**config.mk**
```make
export PLATFORM = sky130hd
export DESIGN_NAME = led_matrix_scanner
export DESIGN_NICKNAME = d
export VERILOG_FILES = /design/src/rtl/led_matrix_scanner_pkg.sv /design/src/rtl/led_matrix_scanner_line_decoder.sv /design/src/rtl/led_matrix_scanner.sv
export SDC_FILE = /design/constraint.sdc
export NUM_CORES = 1
export LEC_CHECK = 0
export ABC_CLOCK_PERIOD_IN_PS = 3270
export CAP_MARGIN = 20
export CORE_UTILIZATION = 55
export DETAILED_ROUTE_END_ITERATION = 16
export GPL_ROUTABILITY_DRIVEN = 0
export PLACE_DENSITY = 0.75
export SETUP_SLACK_MARGIN = 0.4
export SLEW_MARGIN = 10
export SYNTH_ARGS = -nofsm -noshare
export SYNTH_HDL_FRONTEND = slang
export SYNTH_SLANG_ARGS = --single-unit
```
**constraint.sdc**
```tcl
create_clock -name iClk -period 3.27 [get_ports iClk]
set_input_delay 0.4905 -clock iClk [delete_from_list [all_inputs] [get_ports iClk]]
set_output_delay 0.4905 -clock iClk [all_outputs]
set_load 0.005 [all_outputs]
```
**src/rtl/led_matrix_scanner_pkg.sv**
```systemverilog
// ---------------------------------------------------------------------------
// led_matrix_scanner_pkg
// Shared constants for the LED matrix scan engine:
//   - local port offsets of the CPU register window
//   - CTRL register bit positions
//   - scan FSM state encoding
//   - width of line indices (scan line and frame-buffer pointer)
// ---------------------------------------------------------------------------
package led_matrix_scanner_pkg;

  localparam int unsigned PORT_CTRL   = 0;
  localparam int unsigned PORT_PTR    = 1;
  localparam int unsigned PORT_LDATA  = 2;
  localparam int unsigned PORT_DIV    = 3;
  localparam int unsigned PORT_STATUS = 4;

  localparam int CTRL_EN    = 0;
  localparam int CTRL_BLANK = 1;

  // Line indices are always 5 bits so up to 32 lines fit and STATUS
  // packing stays fixed regardless of LINES.
  localparam int LINE_W = 5;

  typedef enum logic [1:0] {
    ST_IDLE  = 2'd0,
    ST_DEAD  = 2'd1,
    ST_DRIVE = 2'd2
  } scan_state_e;

endpackage

```
**src/rtl/led_matrix_scanner_line_decoder.sv**
```systemverilog
// ---------------------------------------------------------------------------
// led_line_decoder
// Converts a line index into an active-low one-hot line select.
//   line_i   : line index
//   en_i     : 1 = drive the selected line, 0 = all lines off
//   sel_n_o  : active-low one-hot select; all ones when disabled or when
//              line_i is outside 0..LINES-1
// ---------------------------------------------------------------------------
module led_line_decoder
  import led_matrix_scanner_pkg::*;
#(
  parameter int LINES = 20
) (
  input  logic [LINE_W-1:0] line_i,
  input  logic              en_i,
  output logic [LINES-1:0]  sel_n_o
);

  always_comb begin
    sel_n_o = '1;
    if (en_i && (32'(line_i) < LINES)) begin
      sel_n_o[line_i] = 1'b0;
    end
  end

endmodule

```
**src/rtl/led_matrix_scanner.sv**
```systemverilog
// ---------------------------------------------------------------------------
// led_matrix_scanner
// Autonomous LED matrix scan engine. The CPU fills a frame buffer through a
// small port window; the block then scans lines on its own, separating each
// line's drive period (DIV+1 clocks) with DEAD_CYC blanking clocks.
//
// Ports:
//   iClk, iRst_n  : clock, asynchronous active-low reset
//   iAddr, iData  : CPU port address / write data
//   iWEnb         : one-clock write strobe
//   oData         : combinational read data for iAddr
//   oLED_Data     : registered column data of the active line (1 = on)
//   oLED_LineSel  : registered active-low one-hot line select
//   oFrameDone    : registered one-clock pulse when the last line's drive ends
//
// Register window (write / read):
//   0 CTRL   bit0 EN, bit1 BLANK
//   1 PTR    frame-buffer pointer (values >= LINES load 0)
//   2 LDATA  write line[PTR] then PTR++ (wraps) / read line[PTR]
//   3 DIV    drive period minus one
//   4 STATUS read only: {frame count[15:0], scan line[4:0]}
//
// Handshake: a write is accepted on every clock where iWEnb = 1; there is
// no back-pressure and reads are purely combinational on iAddr.
// ---------------------------------------------------------------------------
module led_matrix_scanner
  import led_matrix_scanner_pkg::*;
#(
  parameter int LINES    = 20,
  parameter int COLS     = 10,
  parameter int DATA_W   = 32,
  parameter int ADDR_W   = 4,
  parameter int DEAD_CYC = 4
) (
  input  logic              iClk,
  input  logic              iRst_n,
  input  logic [ADDR_W-1:0] iAddr,
  input  logic [DATA_W-1:0] iData,
  input  logic              iWEnb,
  output logic [DATA_W-1:0] oData,
  output logic [COLS-1:0]   oLED_Data,
  output logic [LINES-1:0]  oLED_LineSel,
  output logic              oFrameDone
);

  localparam logic [LINE_W-1:0] LAST_LINE   = LINE_W'(LINES - 1);
  localparam logic [15:0]       DEAD_RELOAD = 16'(DEAD_CYC - 1);

  // Register file
  logic [1:0]        ctrl_q, ctrl_d;
  logic [LINE_W-1:0] ptr_q, ptr_d;
  logic [15:0]       div_q, div_d;
  logic [COLS-1:0]   fb_q [LINES];

  // Scan engine
  scan_state_e       state_q, state_d;
  logic [15:0]       cnt_q, cnt_d;
  logic [LINE_W-1:0] line_q, line_d;
  logic [15:0]       fcnt_q, fcnt_d;
  logic [COLS-1:0]   shadow_q, shadow_d;
  logic              wrap;

  // Registered outputs
  logic [COLS-1:0]   led_data_q, led_data_d;
  logic [LINES-1:0]  sel_n_q, sel_n_d;
  logic              fdone_q, fdone_d;

  logic wr_ctrl, wr_ptr, wr_ldata, wr_div;
  logic en_d, blank_d, drive_on;

  // -------------------------------------------------------------------------
  // Port decode and register next values
  // -------------------------------------------------------------------------
  always_comb begin
    wr_ctrl  = iWEnb && (iAddr == ADDR_W'(PORT_CTRL));
    wr_ptr   = iWEnb && (iAddr == ADDR_W'(PORT_PTR));
    wr_ldata = iWEnb && (iAddr == ADDR_W'(PORT_LDATA));
    wr_div   = iWEnb && (iAddr == ADDR_W'(PORT_DIV));

    ctrl_d = wr_ctrl ? iData[1:0] : ctrl_q;
    div_d  = wr_div ? iData[15:0] : div_q;

    ptr_d = ptr_q;
    if (wr_ptr) begin
      ptr_d = (iData < DATA_W'(LINES)) ? iData[LINE_W-1:0] : '0;
    end else if (wr_ldata) begin
      ptr_d = (ptr_q == LAST_LINE) ? '0 : ptr_q + 1'b1;
    end

    // A CTRL write acts on the same edge it is captured, so EN = 0 turns
    // the outputs off without an extra clock of latency.
    en_d    = ctrl_d[CTRL_EN];
    blank_d = ctrl_d[CTRL_BLANK];
  end

  always_ff @(posedge iClk or negedge iRst_n) begin
    if (!iRst_n) begin
      ctrl_q <= '0;
      ptr_q  <= '0;
      div_q  <= '0;
      for (int i = 0; i < LINES; i++) begin
        fb_q[i] <= '0;
      end
    end else begin
      ctrl_q <= ctrl_d;
      ptr_q  <= ptr_d;
      div_q  <= div_d;
      if (wr_ldata) begin
        fb_q[ptr_q] <= iData[COLS-1:0];
      end
    end
  end

  // -------------------------------------------------------------------------
  // Scan FSM: state register
  // -------------------------------------------------------------------------
  always_ff @(posedge iClk or negedge iRst_n) begin
    if (!iRst_n) begin
      state_q  <= ST_IDLE;
      cnt_q    <= '0;
      line_q   <= '0;
      fcnt_q   <= '0;
      shadow_q <= '0;
    end else begin
      state_q  <= state_d;
      cnt_q    <= cnt_d;
      line_q   <= line_d;
      fcnt_q   <= fcnt_d;
      shadow_q <= shadow_d;
    end
  end

  // -------------------------------------------------------------------------
  // Scan FSM: next state
  // -------------------------------------------------------------------------
  always_comb begin
    state_d  = state_q;
    cnt_d    = cnt_q;
    line_d   = line_q;
    fcnt_d   = fcnt_q;
    shadow_d = shadow_q;
    wrap     = 1'b0;

    case (state_q)
      ST_IDLE: begin
        if (en_d) begin
          state_d = ST_DEAD;
          line_d  = '0;
          cnt_d   = DEAD_RELOAD;
        end
      end
      ST_DEAD: begin
        if (cnt_q == '0) begin
          // Snapshot the line so CPU writes cannot tear the active drive.
          shadow_d = fb_q[line_q];
          cnt_d    = div_d;
          state_d  = ST_DRIVE;
        end else begin
          cnt_d = cnt_q - 1'b1;
        end
      end
      ST_DRIVE: begin
        if (wr_div) begin
          // Restart the period with the new value, stretching this line.
          cnt_d = div_d;
        end else if (cnt_q == '0) begin
          state_d = ST_DEAD;
          cnt_d   = DEAD_RELOAD;
          if (line_q == LAST_LINE) begin
            line_d = '0;
            fcnt_d = fcnt_q + 1'b1;
            wrap   = 1'b1;
          end else begin
            line_d = line_q + 1'b1;
          end
        end else begin
          cnt_d = cnt_q - 1'b1;
        end
      end
      default: begin
        state_d = ST_IDLE;
      end
    endcase

    // Disabling wins over everything; scan position and frame count hold.
    if (!en_d) begin
      state_d  = ST_IDLE;
      line_d   = line_q;
      fcnt_d   = fcnt_q;
      shadow_d = shadow_q;
      cnt_d    = cnt_q;
      wrap     = 1'b0;
    end
  end

  // -------------------------------------------------------------------------
  // Scan FSM: outputs (computed from next state, then registered)
  // -------------------------------------------------------------------------
  led_line_decoder #(
    .LINES (LINES)
  ) u_line_decoder (
    .line_i  (line_d),
    .en_i    (drive_on),
    .sel_n_o (sel_n_d)
  );

  always_comb begin
    drive_on   = (state_d == ST_DRIVE) && !blank_d;
    led_data_d = drive_on ? shadow_d : '0;
    fdone_d    = wrap;
  end

  always_ff @(posedge iClk or negedge iRst_n) begin
    if (!iRst_n) begin
      led_data_q <= '0;
      sel_n_q    <= '1;
      fdone_q    <= 1'b0;
    end else begin
      led_data_q <= led_data_d;
      sel_n_q    <= sel_n_d;
      fdone_q    <= fdone_d;
    end
  end

  assign oLED_Data    = led_data_q;
  assign oLED_LineSel = sel_n_q;
  assign oFrameDone   = fdone_q;

  // -------------------------------------------------------------------------
  // Read mux
  // -------------------------------------------------------------------------
  always_comb begin
    oData = '0;
    case (iAddr)
      ADDR_W'(PORT_CTRL):   oData = DATA_W'(ctrl_q);
      ADDR_W'(PORT_PTR):    oData = DATA_W'(ptr_q);
      ADDR_W'(PORT_LDATA):  oData = DATA_W'(fb_q[ptr_q]);
      ADDR_W'(PORT_DIV):    oData = DATA_W'(div_q);
      ADDR_W'(PORT_STATUS): oData = DATA_W'({fcnt_q, line_q});
      default:              oData = '0;
    endcase
  end

endmodule

```
Word level (Yosys, flattened, before mapping) --
Index checks and enable logic that the tools add are counted.
Storage, ports and cells: register bits 303, input port bits 39, output and inout bits 63, word-level logic and storage cells 113
Cells by class: $add $sub $neg 4, magnitude comparators 7, equality and inequality tests 9, multiplexer cells 42, bitwise gates (word level) 4, reductions and logical operators 16
Operators by type and width (count):
- bitwise mux 200 bit | 1
- case mux 21 bit (5 select lines) | 1
- binary-select mux 10 bit (select 5 bit) | 2
- 2-to-1 mux 10 bit | 9
- 2-to-1 mux 16 bit | 4
- demux 10 bit (select 5 bit) | 1
- case mux 16 bit (3 select lines) | 1
- 2-to-1 mux 5 bit | 8
- less-than comparator 32 x 5 -> 1 bit, second input constant | 1
- 2-to-1 mux 20 bit | 1
- inverter 20 bit | 1
- adder 16 x 1 -> 16 bit, second input constant | 1
- zero test 16 bit | 1
- subtractor 16 x 1 -> 16 bit, second input constant | 1
- greater-or-equal comparator 6 bit, second input constant | 2
- inverter 5 -> 6 bit | 2
- adder 5 x 1 -> 5 bit, second input constant | 2
- equality test 5 bit, second input constant | 2
- 2-to-1 mux 2 bit | 5
- case mux 5 bit (2 select lines) | 1
- equality test 4 x 2 -> 1 bit, second input constant | 2
- logical AND 1 bit | 8
- less-than comparator 5 x 6 -> 1 bit, second input constant | 1
- less-than comparator 6 x 1 -> 1 bit, second input constant | 1
- other kinds (17) | 23

Depth between registers and ports, before layout --
depth in word-level cells 12, depth in mapped cells 11, mapped depth without buffers 10

By module --
Synthesis repeated with hierarchy kept, for this count alone.
Second synthesis, totals: cell total of the unflattened synthesis 1258, area, all modules 16135.5 sq um
Modules (own cells, without submodules):
- led_matrix_scanner | times used 1, cells an instance 1226, area an instance 15936.5 sq um
- led_line_decoder | times used 1, cells an instance 32, area an instance 198.9 sq um

Least setup slack after synthesis --
OpenSTA, ideal clock, no wires.
kind register -> register, from register ptr_q[0], to register fb_q[10] (netlist name), library setup time 0.125 ns, arrival time 2.805 ns, required time 3.145 ns, setup slack 0.340 ns, cell stages (with the launch flop) 10, path buffers 4, clock period less this slack 2.930 ns, cell sequence dfrtp_1 -> clkbuf_1 -> buf_2 -> buf_1 -> inv_1 -> ha_1 -> and3_1 -> clkbuf_1 -> nand2_1 -> mux2_2
On the way: cells in the longest elaborated chain, start to end 6, elaborated cells on any way between the ends 7
Ends and longest elaborated chain:
- start, declared | line led_matrix_scanner.sv:51 | logic [LINE_W-1:0] ptr_q, ptr_d;
- start signal, assigned | line led_matrix_scanner.sv:106 | ptr_q <= ptr_d;
- inverter 5 -> 6 bit (not written as such) (*) | line led_matrix_scanner.sv:109 | fb_q[ptr_q] <= iData[COLS-1:0];
- greater-or-equal comparator 6 bit (not written as such) or less-than comparator 6 x 1 -> 1 bit (tied branches) | line led_matrix_scanner.sv:109
- logical AND 1 bit (not written as such) | line led_matrix_scanner.sv:109
- 2-to-1 mux 10 bit (not written as such) | line led_matrix_scanner.sv:109
- demux 10 bit (select 5 bit) (*) | line led_matrix_scanner.sv:109
- bitwise mux 200 bit (*) | line led_matrix_scanner.sv:109
- end signal, assigned by index | line led_matrix_scanner.sv:109
- end, declared | line led_matrix_scanner.sv:53 | logic [COLS-1:0] fb_q [LINES];
Every way passes the cells marked *; elsewhere a longest branch is shown, timed or not. A chain may end at the register's enable or synchronous reset.

Worst setup path in the final report --
from register ptr_q[0], to output port oData[8]
On the way: cells in the longest elaborated chain, start to end 5
Ends and longest elaborated chain:
- inverter 5 -> 6 bit (not written as such) | line led_matrix_scanner.sv:237 | ADDR_W'(PORT_LDATA): oData = DATA_W'(fb_q[ptr_q]);
- binary-select mux 10 bit (select 5 bit) | line led_matrix_scanner.sv:237
- 2-to-1 mux 10 bit (not written as such) (2 in a row) | line led_matrix_scanner.sv:237
- case mux 21 bit (5 select lines) | line led_matrix_scanner.sv:234 | case (iAddr)
- end, declared | line led_matrix_scanner.sv:40 | output logic [DATA_W-1:0] oData,
No other way between the ends. The select of a mux whose other input is x is not followed.

==> results <==
- The run finished with clean final reports.
- The maximum fanout along the worst path is 5.
- The die height is 172 um.
- On the final layout, the worst clock skew is about 0.010 ns.
- Dividing the final minimum period by the clock period gives 1.00.
- After synthesis, the cell types taking the most area are sky130_fd_sc_hd__dfrtp_1 44%, sky130_fd_sc_hd__mux4_2 16%, sky130_fd_sc_hd__mux2_2 14%, sky130_fd_sc_hd__dfstp_2 3.3%, sky130_fd_sc_hd__nand2_1 3.1%.
- Synthesis instantiated 66 different standard cells from the library.
- The worst-margin pin slew is ~0.8 ns.
- The detailed router finished its first iteration with 1,096 violations.
- In this run the deepest clock path goes through 3 buffers.
- The via count of the first global-routing pass is roughly 12k.
- After synthesis, the share of cell area in mux cells is 0.316.
- The root buffer selected by CTS is sky130_fd_sc_hd__clkbuf_16.
- The share of synthesized area in the top cell type comes to 0.444.
- In this run the number of H-tree levels came out at 1.
- The clock transition at the register clock pins on the worst setup and hold paths after CTS is roughly 0.07 ns.
- The share of the Yosys chip area taken by registers is 0.476.
- Counting flops and latches in the post-synthesis netlist gives approximately 300.
- Entering global routing, the biggest net connects 83 pins.
- From synthesis to final layout, the design area changed by 22.6%.
- Data arrives at the worst endpoint at roughly 2.8 ns.
- 0 antenna diodes ended up in the layout.
- The floorplan has 62 rows.
- In this run the cell area of the synthesized design comes to 16,000 um^2.
- The utilization of the core after routing is 0.684.
- The library cells used most frequently in the layout, excluding fill and tap cells, are 277 x sky130_fd_sc_hd__dfrtp_1, 202 x sky130_fd_sc_hd__mux2_2, 133 x sky130_fd_sc_hd__nand2_1, 116 x sky130_fd_sc_hd__mux4_2, 103 x sky130_fd_sc_hd__buf_4.
- The post-route worst hold slack is 0.454 ns.
- The most common library cell in the layout ignoring fill and taps is sky130_fd_sc_hd__dfrtp_1.
- TritonCTS built the clock tree.
- Averaged over all synthesized cells, the footprint is 13.0 um^2.
- The HPWL after detailed placement is between 20,000 and 30,000 um.
- The worst setup path is launched from a register.
- The number of synthesized flops with an enable pin is 0.
- The clock period minus worst slack is ~3.3 ns.
- Of the total synthesized cell area, the portion taken by AND, OR, NAND and NOR gates is 0.0922.
- The number of top-level pins is 102.
- In the routed design, unresolved DRC markers number 0.
- Power spread over the standard cell area amounts to 548 nW/um^2.
- The first global-routing pass estimated 68,700 um of wire.
- In the synthesized netlist, the number of instances is 1,228.
- The share of total power dissipated in sequential elements is 0.412.
- The number of nets still failing antenna checks after routing is 0.
- The required time at the worst-slack endpoint is 2.78 ns.
- In the final layout, the share of cells above drive strength 1 is 0.418.
- The type of the worst setup path is reg -> out.
- The final hold violation count is 0.
- The predominant post-synthesis flop cell is sky130_fd_sc_hd__dfrtp_1.
- The switching power is 3.16 mW.
- The worst slack at placement is 0.00515 ns.
- The switching fraction of total power is 0.294.
- In this run, CTS created clock tree buffers numbering 31.
- The worst relative slew slack is 0.471.
- In this run the static leakage power is 8.82 nW.
- The starting density of the core is 0.558.
- The average routed wire per standard cell is approximately 25 um.
- The total iterations of the first detailed-routing run is 6.
- Based on the critical path, the design can be clocked at up to 0.306 GHz.
- The share of total power dissipated in combinational logic is 0.261.
- The max capacitance violation total is 0.
- The register-to-register path setup slack is around 0.33 ns.
- Summed over all layers, the routed wires come to roughly 45,000 um.
- Across all setup checks in the final design, the least slack found is between 0.0002 and 0.00025 ns.
- The adder and majority gate portion of the synthesized area is 0.00862.
- The worst vdd rail ir drop is around 0.52 mV.
- The net count of the finished layout is roughly 1.5k.
- STA classifies the critical path endpoint as an output pin.
- The overall overflow remaining after global route is 0.
- The final number of setup-violating endpoints is 0.
- The count of buffers added on input and output ports is 90.
- The proportion of power drawn by the clock network is 0.327.
- Setup repair after global routing could not meet its margin everywhere.
- The initial antenna violation count was 0.
- The internal power component is 7.58 mW.
- In this run the standard cell core region covers 28,600 um^2.
- The final route contains about 12k vias.
- The combinational family with the most area after synthesis is multiplexers.
- The largest area contributor in the netlist is sky130_fd_sc_hd__dfrtp_1.
- The share of flip-flops with an asynchronous set or reset is 1.00.
- The per-cell via count in the routed design is 6.42.
- During synthesis, Yosys emitted a total of 0 warnings.
- The post-synthesis compound-gate area fraction is 0.0650.
- The area enclosed by the die boundary is about 30,000 um^2.
- The number of pins with negative max-slew slack in the final report is 0.
- The later pin in the worst-skew pair is clocked with a latency of 0.57 ns.
- The global routing usage summed across all routing layers is 0.312.
- The die width is 172 um.
- The clock sink count is 303.
- The path class of the lowest-slack min-delay path is reg -> reg.
- The fraction of synthesized cell area in xor and xnor cells is 0.00933.
cell families after synthesis:
family	Yosys count
fa+ha+maj	11
other cells	1
compound gates	151
flops	303
simple gates	289
mux	332
xor+xnor	17
buf+inv	124
critical path, cell delays in order, from the launching register on:
cell and delay [ns]:
sky130_fd_sc_hd__dfrtp_4 0.55, sky130_fd_sc_hd__buf_12 0.17, sky130_fd_sc_hd__buf_6 0.11, sky130_fd_sc_hd__mux4_2 0.42, sky130_fd_sc_hd__mux4_2 0.53, sky130_fd_sc_hd__inv_2 0.07, sky130_fd_sc_hd__o21ai_2 0.06, sky130_fd_sc_hd__buf_4 0.17
sky130_fd_sc_hd__buf_6 0.11
worst paths after layout:
| path | from | end | depth (start not counted) |
|---|---|---|---|
| setup / recovery | ptr_q[0]$_DFFE_PN0P_ | oData[8] | 8 |
| hold / removal | fcnt_q[15]$_DFFE_PN0P_ | fcnt_q[15]$_DFFE_PN0P_ | 1 |
| setup reg to reg | cnt_q[7]$_DFFE_PN0P_ | oLED_LineSel[18]$_DFF_PN1_ | 10 |
| hold reg to reg | fcnt_q[15]$_DFFE_PN0P_ | fcnt_q[15]$_DFFE_PN0P_ | 1 |
| max in group asynchronous | iRst_n | ptr_q[1]$_DFFE_PN0P_ | 3 |
| min in group asynchronous | iRst_n | fb_q[2]$_DFFE_PN0P_ | 2 |
per-stage QoR:
step                total power [mW]    TNS [ns]  cell area [um^2]  instances
CTS                             10.6  -0.0000508             19200       1799
finish                          10.7           0             19600       1817
global placement                6.67           0             17900       1719
floorplan                       5.88           0             16000       1238
detailed placement              6.73           0             17900       1719
global route                    11.1     -0.0468             19600       1817
cells in the mapped netlist, types with 7 or more instances:
cell,n
sky130_fd_sc_hd__a222oi_1,7
sky130_fd_sc_hd__buf_2,10
sky130_fd_sc_hd__nor4_1,14
sky130_fd_sc_hd__xnor2_1,11
sky130_fd_sc_hd__a221oi_1,8
sky130_fd_sc_hd__a22o_1,7
sky130_fd_sc_hd__ha_1,11
sky130_fd_sc_hd__nor2_1,37
sky130_fd_sc_hd__a31oi_1,11
sky130_fd_sc_hd__and3_1,14
sky130_fd_sc_hd__a311oi_1,9
sky130_fd_sc_hd__and2_1,8
sky130_fd_sc_hd__nand2_1,133
sky130_fd_sc_hd__nand3_1,19
sky130_fd_sc_hd__mux2_2,202
sky130_fd_sc_hd__nand2b_1,7
sky130_fd_sc_hd__clkbuf_1,61
sky130_fd_sc_hd__o21ai_0,42
sky130_fd_sc_hd__a21oi_1,27
sky130_fd_sc_hd__buf_1,9
sky130_fd_sc_hd__dfstp_2,20
sky130_fd_sc_hd__mux2i_1,13
sky130_fd_sc_hd__mux4_2,116
sky130_fd_sc_hd__nor3_1,19
sky130_fd_sc_hd__dfrtp_1,283
sky130_fd_sc_hd__buf_4,11
sky130_fd_sc_hd__inv_1,31
power groups by stage:
| stage | logic, mW | clock network [mW] | registers (mW) |
|---|---|---|---|
| global placement | 2.15 | 0 | 4.52 |
| global route | 2.99 | 3.69 | 4.45 |
| detailed placement | 2.19 | 0 | 4.54 |
| CTS | 2.66 | 3.54 | 4.40 |
| floorplan | 1.57 | 0 | 4.31 |
| finish | 2.80 | 3.51 | 4.42 |
layout make-up:
type	instances	area, um^2
repair buffers	230	2240
multi-input cells	811	8110
well taps	384	480
inverters	33	129
flip-flops and latches	303	7620
clock inverters	9	98.8
clock buffers	47	896
fillers	1918	9050
metal layers:
layer / track usage / vias to the layer above / routed length [um] / part of all wire
met4: 0.150 / 0 / 2300 / 0.051
met1: 0.407 / 6030 / 17900 / 0.40
met3: 0.0522 / 147 / 3120 / 0.069
met2: 0.508 / 513 / 21700 / 0.48
li1: - / 4979 / - / -
met5: 0 / - / 0 / 0
flip-flops by register name, indices dropped and copies added, names as in the netlist, 5 cells and up:
signal        cells
fb_q            200
oLED_LineSel     20
cnt_q            16
div_q            16
fcnt_q           16
oLED_Data        10
shadow_q         10
line_q            5
ptr_q             5
what timing repair did:
item | CTS | global route
endpoints found under the setup margin | 44 | 57
buffers inserted | 22 | 18
gates resized for setup | 91 | 42
hold buffers | 1 | 0
gates cloned | 1 | 0
endpoints found under the hold margin | 57 | 0
pin swaps | 15 | 22
Power figures use the tool's default switching activity.
